--- src/rtl/pc_fetch_controller_pkg.sv ---
// Shared state encoding and default geometry for the PC fetch controller.
package pc_fetch_controller_pkg;

    localparam int          PC_W_DEF     = 16;
    localparam int          STEP_DEF     = 4;
    localparam logic [15:0] RESET_PC_DEF = 16'h0000;

    typedef enum logic [2:0] {
        S_IDLE  = 3'd0,
        S_FETCH = 3'd1,
        S_ISSUE = 3'd2,
        S_HALT  = 3'd3,
        S_FAULT = 3'd4
    } state_t;

endpackage

--- src/rtl/pc_fetch_controller_pc_next_sel.sv ---
// Next-PC selection: hold, sequential step, redirect, or hold-with-misalign flag.
// Purely combinational; only acts while an instruction is issued and not stalled.
module pc_fetch_controller_pc_next_sel
    import pc_fetch_controller_pkg::*;
#(
    parameter int PC_W = PC_W_DEF,
    parameter int STEP = STEP_DEF
) (
    input  state_t            state_i,
    input  logic              stall_i,
    input  logic              halt_req_i,
    input  logic              redirect_valid_i,
    input  logic [PC_W-1:0]   redirect_target_i,
    input  logic [PC_W-1:0]   pc_i,
    output logic [PC_W-1:0]   pc_next_o,
    output logic              misalign_o
);

    logic [PC_W-1:0] pc_seq;

    assign pc_seq = pc_i + PC_W'(STEP);

    always_comb begin
        pc_next_o  = pc_i;
        misalign_o = 1'b0;
        if (state_i == S_ISSUE && !stall_i) begin
            // Halt still advances so resume continues with the following instruction.
            if (halt_req_i) begin
                pc_next_o = pc_seq;
            end else if (redirect_valid_i) begin
                if (redirect_target_i[1:0] != 2'b00) begin
                    misalign_o = 1'b1;
                end else begin
                    pc_next_o = redirect_target_i;
                end
            end else begin
                pc_next_o = pc_seq;
            end
        end
    end

endmodule

--- src/rtl/pc_fetch_controller.sv ---
// PC sequencer: req/ack instruction fetch, issue with stall, redirect, halt and sticky fault.
// Two cycles per instruction with zero-wait memory; PC advances on the edge leaving ISSUE.
module pc_fetch_controller
    import pc_fetch_controller_pkg::*;
#(
    parameter int              PC_W     = PC_W_DEF,
    parameter logic [PC_W-1:0] RESET_PC = PC_W'(RESET_PC_DEF),
    parameter int              STEP     = STEP_DEF,
    parameter int              TIMEOUT  = 15
) (
    input  logic              clk,
    input  logic              rst,
    input  logic [PC_W-1:0]   pc_i,
    output logic [PC_W-1:0]   pc_next_o,
    output logic              imem_req_o,
    output logic [PC_W-1:0]   imem_addr_o,
    input  logic              imem_ack_i,
    output logic              instr_valid_o,
    input  logic              stall_i,
    input  logic              redirect_valid_i,
    input  logic [PC_W-1:0]   redirect_target_i,
    input  logic              halt_req_i,
    input  logic              resume_i,
    output logic              halted_o,
    output logic              fault_o
);

    localparam logic [7:0] TO_LAST = 8'(TIMEOUT - 1);

    state_t          state_q, state_d;
    logic [7:0]      cnt_q, cnt_d;
    logic [PC_W-1:0] sel_pc_next;
    logic            misalign;

    pc_fetch_controller_pc_next_sel #(
        .PC_W (PC_W),
        .STEP (STEP)
    ) u_pc_next_sel (
        .state_i           (state_q),
        .stall_i           (stall_i),
        .halt_req_i        (halt_req_i),
        .redirect_valid_i  (redirect_valid_i),
        .redirect_target_i (redirect_target_i),
        .pc_i              (pc_i),
        .pc_next_o         (sel_pc_next),
        .misalign_o        (misalign)
    );

    // The PC register has no reset, so it is loaded through pc_next while rst is high.
    assign pc_next_o   = rst ? RESET_PC : sel_pc_next;
    assign imem_addr_o = pc_i;

    always_ff @(posedge clk or posedge rst) begin
        if (rst) begin
            state_q <= S_IDLE;
            cnt_q   <= 8'd0;
        end else begin
            state_q <= state_d;
            cnt_q   <= cnt_d;
        end
    end

    always_comb begin
        state_d       = state_q;
        cnt_d         = cnt_q;
        imem_req_o    = 1'b0;
        instr_valid_o = 1'b0;
        halted_o      = 1'b0;
        fault_o       = 1'b0;
        unique case (state_q)
            S_IDLE: begin
                state_d = S_FETCH;
                cnt_d   = 8'd0;
            end
            S_FETCH: begin
                imem_req_o = 1'b1;
                if (imem_ack_i) begin
                    state_d = S_ISSUE;
                end else if (cnt_q == TO_LAST) begin
                    state_d = S_FAULT;
                end else begin
                    cnt_d = cnt_q + 8'd1;
                end
            end
            S_ISSUE: begin
                instr_valid_o = 1'b1;
                if (!stall_i) begin
                    if (halt_req_i) begin
                        state_d = S_HALT;
                    end else if (misalign) begin
                        state_d = S_FAULT;
                    end else begin
                        state_d = S_FETCH;
                        cnt_d   = 8'd0;
                    end
                end
            end
            S_HALT: begin
                halted_o = 1'b1;
                if (resume_i) begin
                    state_d = S_FETCH;
                    cnt_d   = 8'd0;
                end
            end
            S_FAULT: begin
                fault_o = 1'b1;
            end
            default: begin
                state_d = S_IDLE;
            end
        endcase
    end

endmodule

--- config.mk ---
export PLATFORM = sky130hd
export DESIGN_NAME = pc_fetch_controller
export DESIGN_NICKNAME = d
export VERILOG_FILES = /design/src/rtl/pc_fetch_controller_pkg.sv /design/src/rtl/pc_fetch_controller_pc_next_sel.sv /design/src/rtl/pc_fetch_controller.sv
export SDC_FILE = /design/constraint.sdc
export NUM_CORES = 1
export LEC_CHECK = 0
export CAP_MARGIN = 20
export CORE_MARGIN = 2
export CORE_UTILIZATION = 41
export CTS_CLUSTER_DIAMETER = 200
export DETAILED_ROUTE_END_ITERATION = 8
export PLACE_DENSITY_LB_ADDON = 0.15
export SETUP_SLACK_MARGIN = 0.2
export SLEW_MARGIN = 0
export SYNTH_ARGS = -nofsm -noshare
export SYNTH_HDL_FRONTEND = slang
export SYNTH_SLANG_ARGS = --single-unit
--- constraint.sdc ---
create_clock -name clk -period 2.15 [get_ports clk]
set_clock_uncertainty 0.05 [all_clocks]
set_input_delay 0.215 -clock clk [delete_from_list [all_inputs] [get_ports clk]]
set_output_delay 0.215 -clock clk [all_outputs]
set_load 0.005 [all_outputs]
==> flow_summary_export.csv <==
group,metric,value,unit
placed_design,place_area,2494,um2
synthesis,synthArstFlopShare,1.000,
route,antenna_left,0,
placed_design,portBuffers,74,
synthesis,syn_area,1483,um2
setup_path,cp_slowest_cell,"or4b_4",
sta,rsz0062_at_grt,"true",
route,viasPerCell,5.774,
clocking,clockBufferDepth,2,
setup_path,cp.buffers_inverters,2,
synthesis,synth_top_cells_by_area,"dfrtp_1 (19%), buf_4 (8.6%), a21oi_1 (4.7%), nand3_1 (4.7%), a31oi_1 (3.4%)",
synthesis,ys.flop_type,"dfrtp_1",
clocking,cts_tree,"yes",
route,first_pass_iters,4,
route,drc,0,
clocking,cts_buffers,3,
synthesis,synthesis.nets,238,
outcome,failed_checks,"negative setup slack",
sta,min_period,2.387,ns
die,initial_core_util,0.4341,
synthesis,synth.avg_cell_area,7.565,um2
global_route,grt_max_degree,16,
die,die_width,64.14,um
sta,fmax,418.9,MHz
final_layout,areaGrowthSynthToFinish,83.71,%
setup_path,critPathCaptureType,"output port",
sta,slew_headroom,0.6972,
run,cap_violations,0,
route,routedWlPerCell,15.63,um
setup_path,cp.required,1.88,ns
route,via_count,2067,
clocking,cts.reportedPaths.clkPinSlew,0.07,ns
synthesis,synth_edf_count,0,
hold_path,holdCritPathClass,"register to register",
sta,drv_slew,0,
clocking,clock-sinks,11,
placed_design,globalplace.congestion,0.9219,
synthesis,ys_ff_latch,11,
sta,worst_pin_slew,0.4505,ns
global_route,grt_usage,0.2575,
sta,period_share,1.110,
route,drtIter0Drc,172,
outcome,status,"finished with violations",
sta,finalSetupTns,-1.347,ns
synthesis,yosysSeqAreaShare,0.1857,
setup_path,path_max_fanout,6,
global_route,grt_pass1_vias,1868,
power_and_ir_drop,leakagePower,1.153,nW
placed_design,dp_hpwl,3869,um
global_route,grt_pass1_wl,8666,um
final_layout,stdcell_area,2724,um2
route,routed_wl,5597,um
synthesis,yosysTopAreaCellShare,0.1857,
sta,setup_violations,11,
final_layout,drive_gt1_frac,0.3654,
setup_path,worstSetupPathType,"register to output port",
synthesis,synth_warnings,0,
synthesis,synth.most_common_cell,"buf_4",
synthesis,synth_cells,196,
global_route,grt_overflow,0,
synthesis,yosys.area.top_type,"dfrtp_1",
global_route,antenna_found_initial,0,
die,die_h,64.14,um
power_and_ir_drop,powerDensity,546.1,nW/um2
setup_path,critPathLaunchType,"register",
placed_design,dpl_worst_slack,-0.4705,ns
power_and_ir_drop,finalPower,1.487,mW
setup_path,critPathMaxStageDelay,0.60,ns
sta,hold_viol,0,
sta,whs,0.4676,ns
final_layout,finalNetCount,355,
die,ios,75,
setup_path,cp_top_family,"simple AND/OR/NAND/NOR gates",
sta,setup_ws,-0.2372,ns
die,coreArea,3416,um2
clocking,clk_latency,0.28,ns
power_and_ir_drop,ir_worst_vdd,0.6529,mV
synthesis,synth_commonest_cells,"buf_4 (17), a21oi_1 (14), nand3_1 (14)",
setup_path,crit_chain,"or4b_4 > a21oi_4 > buf_6 > o211ai_1 > a32o_1 > buf_2",
final_layout,diodes,0,
die,rows,21,
clocking,cts_root_buf,"clkbuf_4",
synthesis,synth_cell_type_count,54,
clocking,cts_hold_buf,0,
clocking,cts_htree_levels,1,
setup_path,critPathArrivalTime,2.12,ns
die,die_area,4113,um2
## state kept, by name, summed over array words and instances, names as in the netlist
name,flops
cnt_q,8
state_q,3
## final timing paths
check,startpoint,cells past startpoint,slack [ns],end
max reg2reg,state_q[2]$_DFFE_PP0P_,5,0.29,cnt_q[7]$_DFFE_PP0P_
min,cnt_q[2]$_DFFE_PP0P_,1,0.47,cnt_q[2]$_DFFE_PP0P_
max in group asynchronous,rst,4,1.27,state_q[0]$_DFFE_PP0P_
min reg2reg,cnt_q[2]$_DFFE_PP0P_,1,0.47,cnt_q[2]$_DFFE_PP0P_
min in group asynchronous,rst,4,0.62,cnt_q[1]$_DFFE_PP0P_
max,state_q[2]$_DFFE_PP0P_,6,-0.24,pc_next_o[11]
## area by class of cell
| type | instances | area, um2 |
|---|---|---|
| clock buffers | 4 | 26.28 |
| flip-flops and latches | 11 | 275.3 |
| fillers | 245 | 691.9 |
| repair buffers | 139 | 1204 |
| inverters | 5 | 18.77 |
| well taps | 46 | 57.56 |
| multi-input cells | 153 | 1142 |
## metal layers
| metal | vias to the layer above | global-route usage | share of wire |
|---|---|---|---|
| li1 | 988 | - | - |
| met1 | 963 | 0.3569 | 0.44 |
| met2 | 102 | 0.4063 | 0.47 |
| met3 | 14 | 0.05458 | 0.073 |
| met4 | 0 | 0.06649 | 0.017 |
| met5 | - | 0 | 0 |
## timing repair
item,4_1_cts,5_1_grt
endpoints found under the setup margin,17,25
buffers inserted,10,5
pin swaps,21,13
gates resized for setup,91,14
## placed cells by master, fill, tap and decap left out, drive strengths merged, types with 6 or more instances in the layout
cell           synthesis  layout
a21oi                 15      15
a31oi                  9       9
buf                   20      80
clkdlybuf4s50          0      54
dfrtp                 11      11
nand2                 12      12
nand3                 14      14
nand4                  6       6
nor2                  14      14
o21ai                  7       7
## through the flow
| stage | utilization | instances |
|---|---|---|
| CTS | 0.7689 | 353 |
| detailed placement | 0.7300 | 339 |
| global route | 0.7974 | 358 |
| global placement | 0.7300 | 339 |
| floorplan | - | 196 |
| finish | 0.7974 | 358 |
## power breakdown
part / internal [mW] / switching (mW) / total (mW)
sequential: 0.260 / 0.0429 / 0.303
clock: 0.0720 / 0.0736 / 0.146
combinational: 0.543 / 0.496 / 1.04
## cells by family after synthesis
group / after synthesis / synth area share
AOI/OAI and AO/OA: 70 / 0.3435
muxes: 1 / 0.006751
buffers and inverters: 32 / 0.1308
DFF: 11 / 0.1857
and+or+nand+nor: 79 / 0.3080
adders and majority gates: 3 / 0.02532
No activity file was read; power rests on OpenSTA's default activity.
